### src/rtl/cpu_pkg.sv
// Shared CPU-side definitions: the NOP encoding and the instruction feeder state type.
package cpu_pkg;

   localparam logic [31:0] NOP_INSTR = 32'h0000_0013;  // addi x0,x0,0

   typedef enum logic [1:0] {
      IDLE,
      RUN,
      DRAIN
   } feeder_state_t;

endpackage

### src/rtl/sync_fifo.sv
// Single-clock FIFO without fall-through; read data is the current head entry.
module sync_fifo #(
   parameter int WIDTH = 32,
   parameter int DEPTH = 8
) (
   input  logic             clk,
   input  logic             rst,
   input  logic             push,
   input  logic             pop,
   input  logic [WIDTH-1:0] wdata,
   output logic [WIDTH-1:0] rdata,
   output logic             full,
   output logic             empty
);

   localparam int AW = $clog2(DEPTH);

   logic [WIDTH-1:0] mem [DEPTH];
   logic [AW:0]      wr_ptr;
   logic [AW:0]      rd_ptr;

   // Extra pointer bit separates the full and empty cases when the indices match.
   assign empty = (wr_ptr == rd_ptr);
   assign full  = (wr_ptr[AW] != rd_ptr[AW]) && (wr_ptr[AW-1:0] == rd_ptr[AW-1:0]);
   assign rdata = mem[rd_ptr[AW-1:0]];

   always_ff @(posedge clk or posedge rst) begin
      if (rst) begin
         wr_ptr <= '0;
         rd_ptr <= '0;
      end else begin
         if (push && !full)
            wr_ptr <= wr_ptr + (AW+1)'(1);
         if (pop && !empty)
            rd_ptr <= rd_ptr + (AW+1)'(1);
      end
   end

   // NOTE: storage has no reset; emptiness is carried entirely by the pointers.
   always_ff @(posedge clk) begin
      if (push && !full)
         mem[wr_ptr[AW-1:0]] <= wdata;
   end

endmodule

### src/rtl/cpu_instr_feeder.sv
// Issues buffered instruction words to the CPU, pads with NOPs and returns tagged results.
// Optional FEEDER_ECHO_EN adds res_instr, the issued word echoed alongside each result.
module cpu_instr_feeder
   import cpu_pkg::*;
#(
   parameter int XLEN  = 32,
   parameter int DEPTH = 8,
   parameter int LAT   = 1,
   parameter int TAGW  = 8
) (
   input  logic            clk,
   input  logic            rst,
   input  logic            run,
   input  logic            in_valid,
   output logic            in_ready,
   input  logic [XLEN-1:0] in_instr,
   output logic [XLEN-1:0] cpu_instr,
   input  logic [XLEN-1:0] cpu_result,
   output logic            res_valid,
   output logic [XLEN-1:0] res_data,
   output logic [TAGW-1:0] res_tag,
`ifdef FEEDER_ECHO_EN
   output logic [XLEN-1:0] res_instr,
`endif
   output logic            busy
);

   localparam logic [XLEN-1:0] NOP_W = XLEN'(NOP_INSTR);

   typedef struct packed {
      logic            valid;
      logic [TAGW-1:0] tag;
`ifdef FEEDER_ECHO_EN
      logic [XLEN-1:0] instr;
`endif
   } inflight_t;

   feeder_state_t   state;
   feeder_state_t   state_nxt;
   inflight_t       pipe [LAT];
   logic [TAGW-1:0] issue_cnt;
   logic            pipe_busy;
   logic            fifo_pop;
   logic            fifo_full;
   logic            fifo_empty;
   logic [XLEN-1:0] fifo_rdata;
   logic [XLEN-1:0] issue_word;

   sync_fifo #(.WIDTH(XLEN), .DEPTH(DEPTH)) u_fifo (
      .clk   (clk),
      .rst   (rst),
      .push  (in_valid),
      .pop   (fifo_pop),
      .wdata (in_instr),
      .rdata (fifo_rdata),
      .full  (fifo_full),
      .empty (fifo_empty)
   );

   assign in_ready = !fifo_full;
   assign busy     = (state != IDLE) || !fifo_empty;

   always_comb begin
      pipe_busy = 1'b0;
      for (int i = 0; i < LAT; i++)
         pipe_busy = pipe_busy | pipe[i].valid;
   end

   always_ff @(posedge clk or posedge rst) begin
      if (rst) state <= IDLE;
      else     state <= state_nxt;
   end

   always_comb begin
      state_nxt = state;
      case (state)
         IDLE:    if (run) state_nxt = RUN;
         RUN:     if (!run) state_nxt = DRAIN;
         DRAIN:   if (run) state_nxt = RUN;
                  else if (!pipe_busy) state_nxt = IDLE;
         default: state_nxt = IDLE;
      endcase
   end

   // Issue stops on the very edge run falls, so queued words stay in the FIFO.
   always_comb begin
      fifo_pop   = (state == RUN) && run && !fifo_empty;
      issue_word = fifo_pop ? fifo_rdata : NOP_W;
   end

   always_ff @(posedge clk or posedge rst) begin
      if (rst) begin
         cpu_instr <= NOP_W;
         issue_cnt <= '0;
         res_valid <= 1'b0;
         res_data  <= '0;
         res_tag   <= '0;
`ifdef FEEDER_ECHO_EN
         res_instr <= NOP_W;
`endif
         for (int i = 0; i < LAT; i++)
            pipe[i] <= '0;
      end else begin
         cpu_instr <= issue_word;
         if (fifo_pop)
            issue_cnt <= issue_cnt + TAGW'(1);

         pipe[0].valid <= fifo_pop;
         pipe[0].tag   <= issue_cnt;
`ifdef FEEDER_ECHO_EN
         pipe[0].instr <= issue_word;
`endif
         for (int i = 1; i < LAT; i++)
            pipe[i] <= pipe[i-1];

         // The oldest slot lines up with the CPU's Result for that instruction.
         res_valid <= pipe[LAT-1].valid;
         if (pipe[LAT-1].valid) begin
            res_data <= cpu_result;
            res_tag  <= pipe[LAT-1].tag;
`ifdef FEEDER_ECHO_EN
            res_instr <= pipe[LAT-1].instr;
`endif
         end
      end
   end

endmodule
### config.mk
export PLATFORM = sky130hd
export DESIGN_NAME = cpu_instr_feeder
export DESIGN_NICKNAME = d
export VERILOG_FILES = /design/src/rtl/cpu_pkg.sv /design/src/rtl/sync_fifo.sv /design/src/rtl/cpu_instr_feeder.sv
export SDC_FILE = /design/constraint.sdc
export NUM_CORES = 1
export LEC_CHECK = 0
export ABC_AREA = 1
export CAP_MARGIN = 25
export CORE_ASPECT_RATIO = 0.5
export CORE_MARGIN = 10
export CORE_UTILIZATION = 45
export CTS_CLUSTER_DIAMETER = 80
export CTS_CLUSTER_SIZE = 12
export DETAILED_ROUTE_END_ITERATION = 7
export DONT_BUFFER_PORTS = 1
export HOLD_SLACK_MARGIN = 0.08
export PLACE_DENSITY = 0.58
export SLEW_MARGIN = 25
export SYNTH_ARGS = -nofsm -noshare
export SYNTH_HDL_FRONTEND = slang
export SYNTH_SLANG_ARGS = --single-unit
### constraint.sdc
create_clock -name clk -period 4.7 [get_ports clk]
set_clock_uncertainty 0.2 [all_clocks]
set_input_delay 0.94 -clock clk [delete_from_list [all_inputs] [get_ports clk]]
set_output_delay 0.94 -clock clk [all_outputs]
set_load 0.02 [all_outputs]
**Yosys cells after proc, flatten, opt, wreduce, memory -nomap -nowiden**

Memories as Yosys holds them, arrays and structs flattened.
Index checks and enable logic that the tools add are counted.

- Bits in writable memories: 256
- Output and inout bits: 75
- Word-level logic and storage cells: 41
- Memories kept: 1
- Input bits: 68
- Register bits after elaboration: 100

- $add $sub $neg: 3
- Multiplexer cells: 8
- Equal/unequal tests: 8
- Reduce and logical (&&, ||, !) cells: 11

Memory list:

| name | words | bits a word | rd ports | clocked after Yosys merged registers in | wr ports | RTL line | source |
|---|---|---|---|---|---|---|---|
| u_fifo.mem | 8 | 32 | 1 | 0 | 1 | sync_fifo.sv:18 | `logic [WIDTH-1:0] mem [DEPTH];` |

Operators with widths:

| operator | count |
|---|---|
| 32-bit 2-to-1 mux | 1 |
| 4-bit by 1-bit adder with 4-bit output (second input constant) | 2 |
| 8-bit by 1-bit adder with 8-bit output (second input constant) | 1 |
| 2-bit 2-to-1 mux | 4 |
| 2-bit one-hot mux with 3 select lines | 1 |
| 1-bit logical AND | 5 |
| 4-bit == test | 1 |
| 2-bit != test (second input constant) | 2 |
| 3-bit == test | 1 |
| 3-bit != test (second input constant) | 1 |
| 3-bit AND reduction | 1 |
| 2-bit by 1-bit == test with 1-bit output (second input constant) | 1 |
| 2-bit == test (second input constant) | 1 |
| 1-bit zero test | 2 |
| 2-bit zero test | 1 |
| 1-bit 2-to-1 mux | 2 |
| 2-bit nonzero test | 1 |
| 1-bit logical OR | 1 |
| 1-bit != test | 1 |

**Depth between registers and ports, before layout**

Gate-level depths: netlist of the first run.

- Word-level depth: 6
- Depth in mapped cells: 10
- Mapped depth without buffers: 9

**Cells and area by module**

Synthesis of the first run repeated with hierarchy kept, for this count alone.

- Cell total of the unflattened synthesis: 1,064
- Area total of the unflattened synthesis: 13,960.9 µm²

By module, submodules not included:

| module | instances | cells an instance | seq. area each (µm²) | area an instance (µm²) |
|---|---|---|---|---|
| sync_fifo | 1 | 810 | 7,887.6 | 10,556.4 |
| cpu_instr_feeder | 1 | 254 | 2,306.0 | 3,404.5 |

**Least setup slack after synthesis of the first run**

OpenSTA, ideal clock, no wires.

- Kind: input -> register
- Start point: input in_valid
- End point: memory u_fifo.mem[0][0], enable pin
- Slack: 1.636 ns
- Required time: 4.079 ns
- Buffers on the path: 0
- Arrival time: 2.442 ns
- Stages on the path: 2
- Cells stage by stage: nand2_1 > nor2_1

- Word-level cells in the longest chain between the ends: 3

RTL lines:

| element | RTL line | source |
|---|---|---|
| start, declared | cpu_instr_feeder.sv:14 | `input logic in_valid,` |
| 1-bit logical AND | sync_fifo.sv:41 | `if (push && !full)` |
| 1-bit 2-to-1 mux | sync_fifo.sv:41 |  |
| 1-bit 2-to-1 mux (implied by the code) | sync_fifo.sv:42 | `mem[wr_ptr[AW-1:0]] <= wdata;` |
| end, declared | sync_fifo.sv:18 |  |

No other way between the ends.

**Worst setup path after layout of the first run**

- Start point: register u_fifo.rd_ptr[2]
- End point: output busy

- Word-level cells in the longest chain between the ends: 3

RTL lines:

| element | RTL line | source |
|---|---|---|
| start, declared | sync_fifo.sv:20 | `logic [AW:0] rd_ptr;` |
| start signal, assigned | sync_fifo.sv:35 | `rd_ptr <= rd_ptr + (AW+1)'(1);` |
| 4-bit == test | sync_fifo.sv:23 | `assign empty = (wr_ptr == rd_ptr);` |
| 1-bit zero test | cpu_instr_feeder.sv:61 | `assign busy = (state != IDLE) \|\| !fifo_empty;` |
| 1-bit logical OR | cpu_instr_feeder.sv:61 |  |
| end, declared | cpu_instr_feeder.sv:25 | `output logic busy` |

No other way between the ends.

==> flow_summary.toml, run 1 <==
[outcome]
status = "finished, final reports clean"

[final_layout]
area_delta_synth_final_pct = 10.1
design_area_sq_um = 15500
drive_gt1_frac = 0.100
final_nets = 1256
utilization = 0.508
antenna_cells = 0
fill_cells = 2618

[sta]
finalCriticalPeriod_ps = 3560
hold_viol_final = 0
worst_pin_slew_ps = 921
setup_tns_ps = 0
fin_crit_sh = 0.758
fmax_mhz = 281
slew_viol_final = 0
slew_headroom = 0.386
setup_viol = 0
rsz0062_at_grt = "no"

[synth]
yosys.area_share.simple = 0.203
ys_ff_latch = 356
syn_area_per_cell_sq_um = 11.8
synth_compound_area_frac = 0.00142
syn_area_sq_um = 14100
synth_top_area_frac = 0.545
synth_edf_count = 256
synth_common_cells = "nand2_1 (497), edfxtp_1 (256), nand3_1 (142)"
synth_area_leaders = "edfxtp_1 (55%), dfrtp_1 (17%), nand2_1 (13%)"
synthAdderAreaFrac = 0.00266
syn_inst = 1195
synth-seq-area-share = 0.723
syn-num-nets = 1266
synthMuxAreaShare = 0.0319
synth_top_area_cell = "edfxtp_1"
yosys.cell_count.top_type = "nand2_1"
ys_warn_count = 0
synthArstFlopShare = 0.281
synth_top_family_by_area = "simple AND/OR/NAND/NOR gates"
ys_types = 26
ys.flop_type = "edfxtp_1"
synth-xor-area-share = 0.00248

[clock_tree]
cts_setup_buffers = 0
cts_buffer_depth = 3
numCtsBuffers = 35
cts_resized = 0
cts_hold_buf = 0
clkTransAtPathRegs_ps = 60
cts_tree = "built"
clock-sinks = 356
clkLatencyLatePin_ps = 520
h-tree-depth = 2
clockRootBuffer = "clkbuf_16"

[critical_path]
rr_endpoint = "u_fifo.mem[0][15]"
path_common_cell = "nand2_1"
start_kind = "flip-flop"
cpPeakStageDelay_ps = 450
worst-path-buf-inv = 2
reg2reg_from = "u_fifo.rd_ptr[2]"
reg2reg_slack_ps = 1230
end_kind = "output port"
required_ps = 3560
arrival_ps = 2420
reg2regPathDepth = 8
crit_type = "reg -> out"
worst-path-max-fanout = 38
crit_family = "buffers and inverters"
slowest_stage = "inv_2"
cp_cell_sequence = "buf_4 > inv_2 > nand2_1 > nand2_1 > nor2_2 > nand3_1"

[floorplanning]
core_sq_um = 30600
die_w_um = 270
dieArea_sq_um = 39200
ios = 143
rows = 45
initial_core_util = 0.461
die_h_um = 145

[grt]
grt_usage = 0.150
grt_pass1_vias = 8360
antenna_found_initial = 0
grt_overflow = 0
grt_pass1_wl_um = 47600
grt_start_max_net_pins = 113

[place]
hpwl_um = 17100
numPortBuffers = 0
dpl-instance-area_sq_um = 14400
routabilityCongestion = 0.751

[power_and_ir_drop]
total_power_mw = 9.71
p_leak_nw = 6.29
pwr_density_cell_nw_per_um2 = 626
irDropWorstVdd_uv = 387

[run]
maxCapViolCount = 0

[worst_hold_path]
hold_path.class = "in -> async"

[routing]
avgViaCountPerCell = 5.13
drtIter0Drc = 591
ant_nets = 0
wire_per_inst_um = 18.4
wl_um = 30100
vias = 8375
drc = 0
first_pass_iters = 6
==> power by group <==
| group | leakage (nW) | total [mW] | internal, mW | switching [mW] |
|---|---|---|---|---|
| sequential | 3.60 | 4.60 | 4.00 | 0.603 |
| combinational | 2.20 | 2.50 | 0.781 | 1.71 |
| clock | 0.495 | 2.61 | 1.49 | 1.13 |
==> kinds of logic after synthesis <==
| kind of cell | after synthesis |
|---|---|
| AND/OR/NAND/NOR | 696 |
| XOR/XNOR | 4 |
| buffers and inverters | 93 |
| multiplexers | 40 |
| AO/OA/AOI/OAI | 3 |
| flip-flops | 356 |
| adder cells (fa/ha/maj) | 3 |
==> layer usage <==
metal | GRT usage | wire length, um | part of all wire | up-vias
met5 | 0 | 0 | 0 | -
met4 | 0.0370 | 460 | 0.015 | 0
met3 | 0.0373 | 1910 | 0.064 | 39
met2 | 0.248 | 14100 | 0.47 | 221
met1 | 0.195 | 13600 | 0.45 | 4135
li1 | - | - | - | 3980
==> state kept, by name (all words and copies together) (netlist names) <==
signal	cells
u_fifo.mem	256
cpu_instr	32
res_data	32
issue_cnt	8
pipe	8
res_tag	8
u_fifo.rd_ptr	4
u_fifo.wr_ptr	4
state	2
pipe_busy	1
res_valid	1
==> final cells by class <==
class,instances,area [sq um],area share
Inverter,31,123,0.00790
Multi-Input combinational cell,746,3450,0.222
Clock inverter,3,55.1,0.00355
Timing Repair Buffer,15,176,0.0114
Tap cell,423,529,0.0341
Sequential cell,356,10200,0.657
Clock buffer,58,983,0.0634
==> through the flow <==
stage | std cells | worst slack (ps) | hold WS (ps)
finish | 1632 | 1140 | 213
global route | 1632 | 956 | 256
CTS | 1629 | 1100 | 238
detailed placement | 1568 | 1130 | 222
global placement | 1568 | 1160 | 226
floorplan | 1195 | 946 | 152
==> worst max path at each step <==
stage | start | cells after the start | slack, ps | end
global placement | u_fifo.rd_ptr[2] | 7 | 1160 | u_fifo.mem[6][13]
finish | u_fifo.rd_ptr[2] | 6 | 1140 | busy
floorplan | rst | 1 | 950 | cpu_instr[10]
detailed placement | u_fifo.rd_ptr[2] | 7 | 1130 | u_fifo.mem[6][10]
CTS | u_fifo.rd_ptr[2] | 7 | 1100 | u_fifo.mem[6][2]
global route | u_fifo.rd_ptr[2] | 6 | 960 | busy
==> cell usage in the layout, fill, tap and decap left out, types with 3 or more instances in the layout <==
master,Yosys,routed
nand2_1,497,497
edfxtp_1,256,256
nand3_1,142,142
dfrtp_1,97,94
mux2_2,40,40
nor2_1,43,36
clkbuf_16,0,36
inv_1,26,24
clkbuf_1,10,22
buf_4,4,11
nor2_4,1,8
nand4_1,6,6
inv_2,5,5
xor2_1,4,4
ha_1,3,3
dfstp_2,3,3
buf_16,0,3
(Power assumes the default switching activity.)
==> inputs of run 2 (changes only) <==
==> constraint.sdc (replaced) <==
create_clock -name clk -period 3.46 [get_ports clk]
set_clock_uncertainty 0.2 [all_clocks]
set_input_delay 0.692 -clock clk [delete_from_list [all_inputs] [get_ports clk]]
set_output_delay 0.692 -clock clk [all_outputs]
set_load 0.02 [all_outputs]
==> run 2 against run 1 <==
Net effect: clock-buffer cell count grew 1; clock power grew 34%; setup slack lost 590 ps; die area is the same; sequential share of layout area shrank 1.7 points; non-clock buffer count grew 40; combinational power grew 40%; flip-flop and latch count is the same; via count grew 2.5%; cell count grew 2.6%; wire length grew 5.4%.
==> flow_summary.toml, run 2 (synthesis gave the netlist of run 1 again) <==
[place]
dpl-instance-area_sq_um = 14500
hpwl_um = 17700
routabilityCongestion = 0.782
numPortBuffers = 0

[routing]
vias = 8586
first_pass_iters = 5
drc = 0
ant_nets = 0
wl_um = 31700
wire_per_inst_um = 18.9
drtIter0Drc = 686
avgViaCountPerCell = 5.13

[sta]
fmax_mhz = 343
setup_viol = 0
hold_viol_final = 0
setup_tns_ps = 0
slew_viol_final = 0
fin_crit_sh = 0.843
slew_headroom = 0.388
finalCriticalPeriod_ps = 2920
worst_pin_slew_ps = 917
timing.hold.ws_ps = 124
rsz0062_at_grt = "no"

[grt]
grt_pass1_wl_um = 49200
grt_overflow = 0
grt_pass1_vias = 8188
grt_start_max_net_pins = 105
grt_usage = 0.158
antenna_found_initial = 1

[clock_tree]
clock-sinks = 356
cts_setup_buffers = 0
clkTransAtPathRegs_ps = 70
clkLatencyLatePin_ps = 520
cts_buffer_depth = 3
cts_tree = "built"
h-tree-depth = 2
clockRootBuffer = "clkbuf_16"
numCtsBuffers = 35

[run]
maxCapViolCount = 0

[final_layout]
final_common_cell = "nand2_1"
area_delta_synth_final_pct = 12.9
largest_reg_flops = 256
layout_common_cells = "nand2_1 (497), edfxtp_1 (256), nand3_1 (142)"
design_area_sq_um = 15900
final_nets = 1296
drive_gt1_frac = 0.101

[worst_hold_path]
hold_path_depth = 1
min_from = "cpu_result[11]"
hold_path.class = "in -> reg"
min_to = "res_data[11]"

[floorplanning]
ios = 143
die_h_um = 145
dieArea_sq_um = 39200
die_w_um = 270
rows = 45
core_sq_um = 30600
initial_core_util = 0.461

[power_and_ir_drop]
p_leak_nw = 6.45
pwr_density_cell_nw_per_um2 = 836
irDropWorstVdd_uv = 324
total_power_mw = 13.3

[critical_path]
end_kind = "flip-flop"
crit_type = "reg -> reg"
arrival_ps = 3130
reg2reg_from = "u_fifo.rd_ptr[0]"
rr_endpoint = "cpu_instr[30]"
startpoint = "u_fifo.rd_ptr[0]"
reg2reg_slack_ps = 540
required_ps = 3680
reg2regPathDepth = 9
start_kind = "flip-flop"
worst-path-max-fanout = 73

[outcome]
status = "finished, final reports clean"
run 2: timing repair:
action / in CTS / in global routing
hold endpoints to repair: 288 / 0
gates resized for setup: 0 / 0
hold buffers: 34 / 0
run 2: power breakdown:
part / total, mW / internal, mW / switching, mW / leakage, nW
clock network: 3.51 / 1.98 / 1.53 / 0.488
logic: 3.49 / 1.12 / 2.37 / 2.37
registers: 6.31 / 5.43 / 0.878 / 3.60
run 2: routing by layer:
| layer | GRT usage | share of wire |
|---|---|---|
| met1 | 0.219 | 0.45 |
| met2 | 0.242 | 0.46 |
| met3 | 0.0398 | 0.070 |
| met4 | 0.0453 | 0.019 |
| met5 | 0 | 0 |
run 2: area by class of cell:
cell class                 instances  area, sq um
antenna                            1         2.50
clock buffer                      59          966
fill                            2571        14700
timing repair buffer              55          589
sequential                       356        10200
tap                              423          529
clock inverter                     3         62.6
multi-input combinational        746         3450
inverter                          31          121
run 2: worst max-delay path: stages (launching register included):
cell	delay [ps]
dfrtp_4	640
clkinv_2	90
buf_4	520
buf_4	750
nand2_1	120
nand3_1	130
nand2_1	70
nand2_1	50
nand2_1	90
nor2_1	140
run 2: worst max path at each step:
stage | end | slack (ps) | depth (start not counted)
6_report | cpu_instr[30] | 540 | 9
5_1_grt | cpu_instr[30] | 360 | 9
4_1_cts | cpu_instr[30] | 530 | 9
3_5_place_dp | cpu_instr[30] | 560 | 9
3_3_place_gp | cpu_instr[30] | 620 | 9
2_1_floorplan | u_fifo.mem[0][0] | 410 | 8
run 2: through the flow:
step	utilization	setup slack (ps)	cells
after floorplan	-	407	1195
after global routing	0.521	361	1673
final	0.521	543	1674
after detailed placement	0.476	558	1577
after global placement	0.476	623	1577
after CTS	0.521	529	1673
